--- src/rtl/lcd_timing_pkg.sv ---
// Shared timing constants, widths and panel-sequencer state encoding for the
// RGB-interface LCD driver.
package lcd_timing_pkg;

  localparam int unsigned RGB_W = 16;
  localparam int unsigned CNT_W = 11;

  // 4.3" 480x272 panel (default)
  localparam int unsigned LCD43_H_SYNC  = 41;
  localparam int unsigned LCD43_H_BACK  = 2;
  localparam int unsigned LCD43_H_DISP  = 480;
  localparam int unsigned LCD43_H_FRONT = 2;
  localparam int unsigned LCD43_V_SYNC  = 10;
  localparam int unsigned LCD43_V_BACK  = 2;
  localparam int unsigned LCD43_V_DISP  = 272;
  localparam int unsigned LCD43_V_FRONT = 2;

  // 7" 800x480 panel
  localparam int unsigned LCD70_H_SYNC  = 128;
  localparam int unsigned LCD70_H_BACK  = 88;
  localparam int unsigned LCD70_H_DISP  = 800;
  localparam int unsigned LCD70_H_FRONT = 40;
  localparam int unsigned LCD70_V_SYNC  = 2;
  localparam int unsigned LCD70_V_BACK  = 33;
  localparam int unsigned LCD70_V_DISP  = 480;
  localparam int unsigned LCD70_V_FRONT = 10;

  localparam int unsigned LCD_RST_CYC   = 1000;

  typedef enum logic [1:0] {
    SEQ_RST_HOLD   = 2'd0,
    SEQ_WAIT_FRAME = 2'd1,
    SEQ_RUN        = 2'd2
  } seq_state_e;

endpackage

--- src/rtl/lcd_panel_seq.sv ---
// Power-up sequencer: holds the panel in reset, waits for a frame boundary,
// then enables the backlight.
module lcd_panel_seq
  import lcd_timing_pkg::*;
#(
  parameter int unsigned RST_CYC = LCD_RST_CYC
) (
  input  logic lcd_pclk,
  input  logic rst_n,
  input  logic frame_start,
  output logic lcd_rst,
  output logic lcd_bl
);

  localparam int unsigned RST_W = (RST_CYC > 1) ? $clog2(RST_CYC) : 1;
  localparam logic [RST_W-1:0] RST_LAST = RST_W'(RST_CYC - 1);

  seq_state_e       state, state_next;
  logic [RST_W-1:0] rst_cnt, cnt_next;

  always_ff @(posedge lcd_pclk or negedge rst_n) begin
    if (!rst_n) begin
      state   <= SEQ_RST_HOLD;
      rst_cnt <= '0;
    end else begin
      state   <= state_next;
      rst_cnt <= cnt_next;
    end
  end

  always_comb begin
    state_next = state;
    cnt_next   = rst_cnt;
    case (state)
      SEQ_RST_HOLD: begin
        if (rst_cnt == RST_LAST) state_next = SEQ_WAIT_FRAME;
        else                     cnt_next   = rst_cnt + RST_W'(1);
      end
      SEQ_WAIT_FRAME: begin
        if (frame_start) state_next = SEQ_RUN;
      end
      SEQ_RUN: state_next = SEQ_RUN;
      default: state_next = SEQ_RST_HOLD;
    endcase
  end

  // Outputs registered from the next state so they track the state register.
  always_ff @(posedge lcd_pclk or negedge rst_n) begin
    if (!rst_n) begin
      lcd_rst <= 1'b0;
      lcd_bl  <= 1'b0;
    end else begin
      lcd_rst <= (state_next != SEQ_RST_HOLD);
      lcd_bl  <= (state_next == SEQ_RUN);
    end
  end

endmodule

--- src/rtl/lcd_rgb_driver.sv ---
// RGB LCD timing generator: free-running H/V counters, sync/DE decode, early
// pixel request with coordinates, and the panel power-up sequencer.
module lcd_rgb_driver
  import lcd_timing_pkg::*;
#(
  parameter int unsigned H_SYNC  = LCD43_H_SYNC,
  parameter int unsigned H_BACK  = LCD43_H_BACK,
  parameter int unsigned H_DISP  = LCD43_H_DISP,
  parameter int unsigned H_FRONT = LCD43_H_FRONT,
  parameter int unsigned V_SYNC  = LCD43_V_SYNC,
  parameter int unsigned V_BACK  = LCD43_V_BACK,
  parameter int unsigned V_DISP  = LCD43_V_DISP,
  parameter int unsigned V_FRONT = LCD43_V_FRONT,
  parameter int unsigned PIX_LAT = 1,
  parameter int unsigned RST_CYC = LCD_RST_CYC
) (
  input  logic              lcd_pclk,
  input  logic              rst_n,
  input  logic [RGB_W-1:0]  pixel_data,
  output logic              data_req,
  output logic [CNT_W-1:0]  pixel_xpos,
  output logic [CNT_W-1:0]  pixel_ypos,
  output logic              lcd_hs,
  output logic              lcd_vs,
  output logic              lcd_de,
  output logic [RGB_W-1:0]  lcd_rgb,
  output logic              frame_start,
  output logic              lcd_rst,
  output logic              lcd_bl
);

  localparam int unsigned H_TOTAL = H_SYNC + H_BACK + H_DISP + H_FRONT;
  localparam int unsigned V_TOTAL = V_SYNC + V_BACK + V_DISP + V_FRONT;

  localparam logic [CNT_W-1:0] H_LAST    = CNT_W'(H_TOTAL - 1);
  localparam logic [CNT_W-1:0] V_LAST    = CNT_W'(V_TOTAL - 1);
  localparam logic [CNT_W-1:0] H_SYNC_E  = CNT_W'(H_SYNC);
  localparam logic [CNT_W-1:0] V_SYNC_E  = CNT_W'(V_SYNC);
  localparam logic [CNT_W-1:0] H_ACT_BEG = CNT_W'(H_SYNC + H_BACK);
  localparam logic [CNT_W-1:0] H_ACT_END = CNT_W'(H_SYNC + H_BACK + H_DISP);
  localparam logic [CNT_W-1:0] H_REQ_BEG = CNT_W'(H_SYNC + H_BACK - PIX_LAT);
  localparam logic [CNT_W-1:0] H_REQ_END = CNT_W'(H_SYNC + H_BACK + H_DISP - PIX_LAT);
  localparam logic [CNT_W-1:0] V_ACT_BEG = CNT_W'(V_SYNC + V_BACK);
  localparam logic [CNT_W-1:0] V_ACT_END = CNT_W'(V_SYNC + V_BACK + V_DISP);

  logic [CNT_W-1:0] h_cnt, v_cnt;
  logic             h_wrap, v_act, h_de, h_req;

  assign h_wrap = (h_cnt == H_LAST);

  always_ff @(posedge lcd_pclk or negedge rst_n) begin
    if (!rst_n) begin
      h_cnt <= '0;
      v_cnt <= '0;
    end else begin
      h_cnt <= h_wrap ? '0 : h_cnt + CNT_W'(1);
      if (h_wrap) v_cnt <= (v_cnt == V_LAST) ? '0 : v_cnt + CNT_W'(1);
    end
  end

  // Video outputs are pure decodes of the counters; only lcd_rgb sees an input.
  assign v_act = (v_cnt >= V_ACT_BEG) && (v_cnt < V_ACT_END);
  assign h_de  = (h_cnt >= H_ACT_BEG) && (h_cnt < H_ACT_END);
  assign h_req = (h_cnt >= H_REQ_BEG) && (h_cnt < H_REQ_END);

  assign lcd_hs      = (h_cnt >= H_SYNC_E);
  assign lcd_vs      = (v_cnt >= V_SYNC_E);
  assign lcd_de      = v_act && h_de;
  assign data_req    = v_act && h_req;
  assign pixel_xpos  = data_req ? (h_cnt - H_REQ_BEG + CNT_W'(1)) : '0;
  assign pixel_ypos  = data_req ? (v_cnt - V_ACT_BEG + CNT_W'(1)) : '0;
  assign lcd_rgb     = lcd_de ? pixel_data : '0;
  assign frame_start = (h_cnt == '0) && (v_cnt == '0);

  lcd_panel_seq #(
    .RST_CYC (RST_CYC)
  ) u_panel_seq (
    .lcd_pclk    (lcd_pclk),
    .rst_n       (rst_n),
    .frame_start (frame_start),
    .lcd_rst     (lcd_rst),
    .lcd_bl      (lcd_bl)
  );

endmodule

--- config.mk ---
export PLATFORM = sky130hd
export DESIGN_NAME = lcd_rgb_driver
export DESIGN_NICKNAME = d
export VERILOG_FILES = /design/src/rtl/lcd_timing_pkg.sv /design/src/rtl/lcd_panel_seq.sv /design/src/rtl/lcd_rgb_driver.sv
export SDC_FILE = /design/constraint.sdc
export NUM_CORES = 1
export LEC_CHECK = 0
export ABC_AREA = 0
export BUFFER_PORTS_ARGS = -buffer_cell sky130_fd_sc_hd__buf_2
export CORE_MARGIN = 5
export CORE_UTILIZATION = 53
export CTS_BUF_LIST = sky130_fd_sc_hd__clkbuf_16
export CTS_CLUSTER_DIAMETER = 120
export DETAILED_ROUTE_END_ITERATION = 7
export PLACE_DENSITY = 0.8
export SYNTH_ARGS = -nofsm -noshare
export SYNTH_HDL_FRONTEND = slang
export SYNTH_SLANG_ARGS = --single-unit
--- constraint.sdc ---
create_clock -name lcd_pclk -period 4.1 [get_ports lcd_pclk]
set_input_delay 1.23 -clock lcd_pclk [delete_from_list [all_inputs] [get_ports lcd_pclk]]
set_output_delay 1.23 -clock lcd_pclk [all_outputs]
set_load 0.03 [all_outputs]
==> results of run 1 <==
[Yosys cell counts (2+ instances only)]
cell | instances | share of area, %
nor4_1 | 5 | 1.3
buf_2 | 2 | 0.41
dfrtp_1 | 36 | 37
nand3b_1 | 3 | 0.92
nor3_1 | 9 | 1.8
and2_1 | 18 | 4.6
inv_1 | 10 | 1.5
a21oi_1 | 8 | 1.6
and4_1 | 2 | 0.71
and3_1 | 5 | 1.3
or3_4 | 2 | 0.92
clkbuf_1 | 10 | 1.5
nand2b_1 | 6 | 1.5
ha_1 | 8 | 4.1
buf_4 | 2 | 0.61
o31ai_1 | 4 | 1.2
o21a_1 | 2 | 0.61
nor2b_1 | 4 | 1.0
xnor2_1 | 22 | 7.8
or4_1 | 2 | 0.61
or3_1 | 2 | 0.51
buf_6 | 4 | 1.8
o21ai_0 | 15 | 3.1
mux2_2 | 3 | 1.4
nand2_1 | 16 | 2.4
or2_2 | 2 | 0.51
nand4_1 | 9 | 2.3
xor2_1 | 12 | 4.3
nor2_1 | 38 | 5.8
nand3_1 | 7 | 1.4
[stage by stage]
stage / util, % / cell area [um^2]
after floorplan: - / 2460
after detailed placement: 61.7 / 2720
final: 65.3 / 2880
after global placement: 61.7 / 2720
after CTS: 65.0 / 2870
after global routing: 65.3 / 2880
[flip-flops by register name (all words and copies together) (netlist names)]
signal / flops
u_panel_seq.lcd_bl: 1
u_panel_seq.state: 2
u_panel_seq.rst_cnt: 10
v_cnt: 11
h_cnt: 11
u_panel_seq.lcd_rst: 1
[kinds of logic (layout without fill, tap and decap cells)]
logic type	after synthesis	after routing	share of synthesized area, %
flip-flops	36	36	36.6
multiplexers	3	3	1.37
AO/OA/AOI/OAI	39	39	10.5
adder cells (fa/ha/maj)	8	8	4.07
buffers and inverters	29	81	6.06
AND/OR/NAND/NOR	134	134	29.1
XOR/XNOR	34	34	12.1
other	1	2	0.153
[cell type report]
type                            count  area, um^2
Clock buffer                        5         125
Clock inverter                      3        18.8
Fill cell                         347        1530
Inverter                           10        37.5
Multi-Input combinational cell    220        1410
Sequential cell                    36         901
Tap cell                           52        65.1
Timing Repair Buffer               63         323
[power by group through the flow]
| stage | Clock [W] | Combinational, W | Sequential, W |
|---|---|---|---|
| 6_report | 0.000365 | 0.0000161 | 0.000355 |
| 5_1_grt | 0.000389 | 0.0000189 | 0.000355 |
| 4_1_cts | 0.000371 | 0.0000168 | 0.000355 |
| 3_5_place_dp | 0 | 0.0000168 | 0.000362 |
| 3_3_place_gp | 0 | 0.0000166 | 0.000362 |
| 2_1_floorplan | 0 | 0.00000397 | 0.000362 |
[what timing repair did]
action                                 in CTS  in global routing
endpoints found under the hold margin       0                  0
buffers inserted                            0                  2
setup endpoints to repair                   0                 17
[worst max-delay path by stage]
stage / from / to / slack [ns] / depth (start not counted)
6_report: v_cnt[5] / pixel_xpos[6] / 0.22 / 6
5_1_grt: h_cnt[4] / pixel_xpos[6] / 0.11 / 6
4_1_cts: v_cnt[5] / lcd_rgb[15] / 0.12 / 6
3_5_place_dp: v_cnt[5] / lcd_rgb[15] / 0.42 / 6
3_3_place_gp: h_cnt[4] / lcd_rgb[0] / 0.48 / 6
2_1_floorplan: v_cnt[5] / pixel_xpos[6] / 0.35 / 6
[layer usage]
| layer | part of all wire, % | track usage (%) |
|---|---|---|
| met4 | 1.4 | 5.91 |
| met2 | 47 | 28.6 |
| met5 | 0 | 0 |
| met3 | 5.7 | 2.86 |
| met1 | 46 | 25.7 |
==> reports/metrics.yaml, run 1 <==
timing:
  fmax_ghz: 0.258
  fin_skew_ns: 0.00428
  final.min_clock_period_ns: 3.88
  fin_ws_ns: 0.223
  rsz0062_at_grt: "no"
  setup_viol: 0
  final.setup.tns_ns: 0
  tightest_slew_ns: 0.999
  slew_viol_final: 0
  period_share_pct: 94.6
  holdWs_ns: 0.470
  relSlewSlack_pct: 32.8
  hold_violations: 0
critical_path:
  cp.arrival_ns: 2.65
  crit_family: "simple AND/OR/NAND/NOR gates"
  timing.critical_path.cells: "or3_4, o21ai_1, or3b_4, or3_4, nor3_1, buf_2"
  start_kind: "flop"
  worstPathRequired_ns: 2.87
  cpPeakStageDelay_ns: 0.52
  reg2reg_from: "v_cnt[5]"
  cpMostUsedCell: "or3_4"
  worst-r2r-cell-count: 4
  critical_path_class: "reg2out"
  crit_slowest_cell: "or3_4"
  reg2reg_setup_slack_ns: 1.77
  path_max_fanout: 21
  end_kind: "primary output"
  worstReg2RegEnd: "v_cnt[0]"
  cp_num_buf_inv: 1
routing:
  ant_nets: 0
  drt-vias-per-instance: 5.41
  drt_iter0_markers: 102
  wire_per_inst_um: 14.0
  drcViolationCount: 0
  drtPass1Iterations: 4
  routed_wl_um: 5450
  vias: 2106
finish:
  nNetsFinal: 362
  final_cell_mix: "buf_2, nor2_1, dfrtp_1, xnor2_1, and2_1"
  final_common_cell: "buf_2"
  drive_gt1_share_pct: 24.3
  syn_to_final_growth_pct: 17.3
  num_antenna_cells: 0
  instances_no_fill: 389
grt:
  gr-total-overflow: 0
  grt_pass1_wl_um: 9400
  track_usage_pct: 18.2
  grt_pass1_vias: 2022
  grt_antenna_before_repair: 0
  grt_max_degree: 37
clocking:
  path_clk_slew_ns: 0.06
  postCtsResizedCells: 0
  clock_latency_ns: 0.28
  h-tree-depth: 2
  cts_buffers: 5
  cts_tree: "yes"
  holdBufCountCts: 0
  cts.sinks: 36
  root_buffer: "clkbuf_16"
  cts.path.max_buffers: 2
worst_hold_path:
  worstHoldPathType: "reg2reg"
  min_to: "v_cnt[10]"
  worstHoldPathCells: 1
  hp-start: "v_cnt[10]"
die:
  fp.dieH_um: 78.1
  fp-row-count: 24
  fp.dieArea_mm2: 0.00610
  fp.dieW_um: 78.1
  num_io_pins: 63
  start_util_pct: 55.7
  core_mm2: 0.00441
placement:
  dpl.cell_count: 379
  pre_cts_ws_ns: 0.420
  dpl.hpwl_um: 4040
  io_buffers: 60
  gp_congestion: 0.828
yosys:
  avgSynthCellArea_um2: 8.66
  ys_warn_count: 0
  synth-async-reset-ratio_pct: 100
  synthCells: 284
  mappedNetlistArea_mm2: 0.00246
  seq_area_frac_synth_pct: 36.6
  synthFlopType: "dfrtp_1"
  synth-edff-count: 0
  synth_cell_types: 46
  ys_seq_elements: 36
power_and_ir_drop:
  vdd_drop_max_mv: 0.155
  switching_share_pct: 20.6
  power_w: 0.000737
  internal_power_w: 0.000585
  power_frac_seq_pct: 48.3
  power_switching_w: 0.000152
  p_leak_nw: 1.39
  power.density_mw_per_mm2: 256
  pwr-share-clk_pct: 49.6
  pwr-share-comb_pct: 2.2
outcome:
  status: "completed"
job:
  cap_violations: 0
No activity file was read; power rests on OpenSTA's default activity.
==> inputs of run 2 (changes only) <==
Settings changed: CTS_BUF_LIST sky130_fd_sc_hd__clkbuf_16 to default, CTS_CLUSTER_DIAMETER 120 to 40.
==> reports/metrics.yaml, run 2 (same netlist as run 1, synthesis figures left out) <==
timing:
  relSlewSlack_pct: 36.3
  rsz0062_at_grt: "no"
  fin_skew_ns: 0.00516
  fmax_ghz: 0.257
  hold_violations: 0
  setup_viol: 0
  tightest_slew_ns: 0.946
  final.setup.tns_ns: 0
  final.min_clock_period_ns: 3.89
  period_share_pct: 94.8
  slew_viol_final: 0
grt:
  grt_antenna_before_repair: 0
  track_usage_pct: 17.6
  gr-total-overflow: 0
  grt_pass1_vias: 2001
  grt_max_degree: 37
  grt_pass1_wl_um: 9080
placement:
  io_buffers: 60
  gp_congestion: 0.828
  dpl.hpwl_um: 4040
  dpl.cell_count: 379
critical_path:
  worstPathRequired_ns: 2.87
  end_kind: "primary output"
  critical_path_class: "reg2out"
  start_kind: "flop"
  worstReg2RegEnd: "v_cnt[0]"
  timing.critical_path.cells: "or3_4, o21ai_1, or3b_4, or3_4, nor3_1, buf_2"
  reg2reg_setup_slack_ns: 1.81
  cpMostUsedCell: "or3_4"
  reg2reg_from: "v_cnt[5]"
  crit_slowest_cell: "or3_4"
  cp.arrival_ns: 2.66
  worst-r2r-cell-count: 4
  cpPeakStageDelay_ns: 0.52
  path_max_fanout: 21
outcome:
  status: "completed"
finish:
  fillers: 355
  final_common_cell: "buf_2"
  syn_to_final_growth_pct: 15.0
  nNetsFinal: 362
  num_antenna_cells: 0
  top_regs: "h_cnt: 11 flops, v_cnt: 11 flops, u_panel_seq.rst_cnt: 10 flops"
  drive_gt1_share_pct: 24.3
  post-route-util_pct: 64.0
  instances_no_fill: 389
  final_cell_mix: "buf_2, nor2_1, dfrtp_1, xnor2_1, and2_1"
worst_hold_path:
  min_to: "v_cnt[10]"
  worstHoldPathCells: 1
  hp-start: "v_cnt[10]"
  worstHoldPathType: "reg2reg"
clocking:
  cts.path.max_buffers: 2
  postCtsResizedCells: 0
  clock_latency_ns: 0.28
  cts.sinks: 36
  root_buffer: "clkbuf_8"
  h-tree-depth: 2
  path_clk_slew_ns: 0.07
  cts_buffers: 5
  cts_tree: "yes"
routing:
  drcViolationCount: 0
  drtPass1Iterations: 4
  ant_nets: 0
  routed_wl_um: 5380
  drt-vias-per-instance: 5.43
  vias: 2114
  drt_iter0_markers: 131
  wire_per_inst_um: 13.8
job:
  cap_violations: 0
power_and_ir_drop:
  p_leak_nw: 1.36
  vdd_drop_max_mv: 0.145
  power.density_mw_per_mm2: 218
  power_w: 0.000617
die:
  fp.dieArea_mm2: 0.00610
  fp.dieH_um: 78.1
  start_util_pct: 55.7
  num_io_pins: 63
  core_mm2: 0.00441
  fp-row-count: 24
  fp.dieW_um: 78.1
-- run 2: cell count changes in the layout (fill, tap and decap cells not counted) --
| cell | delta |
|---|---|
| clkbuf_8 | +5 |
| clkbuf_16 | -5 |
-- run 2: final cells by class --
type / count / area, um^2 / area share, %
repair buffers: 63 / 323 / 11.4
flip-flops and latches: 36 / 901 / 31.9
multi-input cells: 220 / 1410 / 50.0
well taps: 52 / 65.1 / 2.30
clock buffers: 5 / 68.8 / 2.43
inverters: 10 / 37.5 / 1.33
clock inverters: 3 / 18.8 / 0.664
-- run 2: metal layers --
layer	track usage [%]	wire length, um	up-vias	part of all wire [%]
li1	-	-	1061	-
met5	0	0	-	0
met2	27.8	2480	61	46
met1	24.9	2590	985	48
met3	2.17	246	7	4.6
met4	5.91	69	0	1.3
-- run 2: per-stage QoR --
stage          hold WS (ns)  setup WS (ns)  cell area [um^2]
2_1_floorplan         0.438          0.355              2460
3_3_place_gp          0.458          0.484              2720
3_5_place_dp          0.458          0.420              2720
4_1_cts               0.476          0.101              2810
5_1_grt               0.485         0.0985              2830
6_report              0.473          0.213              2830
-- run 2: worst max path at each step --
| stage | from | to |
|---|---|---|
| global placement | h_cnt[4] | lcd_rgb[0] |
| CTS | v_cnt[5] | lcd_rgb[15] |
| detailed placement | v_cnt[5] | lcd_rgb[15] |
| global route | h_cnt[4] | pixel_xpos[6] |
| finish | v_cnt[5] | pixel_xpos[6] |
| floorplan | v_cnt[5] | pixel_xpos[6] |
-- run 2: power breakdown --
| part | internal [W] | total, W | switching, W |
|---|---|---|---|
| logic | 0.00000563 | 0.0000162 | 0.0000106 |
| registers | 0.000355 | 0.000355 | 0 |
| clock network | 0.000118 | 0.000246 | 0.000127 |
-- run 2: worst max-delay path, delay by kind of cell (launching register included) --
family	cells	cell delay [ns]
buffers and inverters	1	0.22
and+or+nand+nor	4	1.56
AOI/OAI and AO/OA	1	0.13
DFF	1	0.46
-- run 2: repair_timing --
item                                    CTS  global route
hold buffers                              0             0
hold endpoints to repair                  0             0
endpoints found under the setup margin    0            17
buffers inserted                          0             2
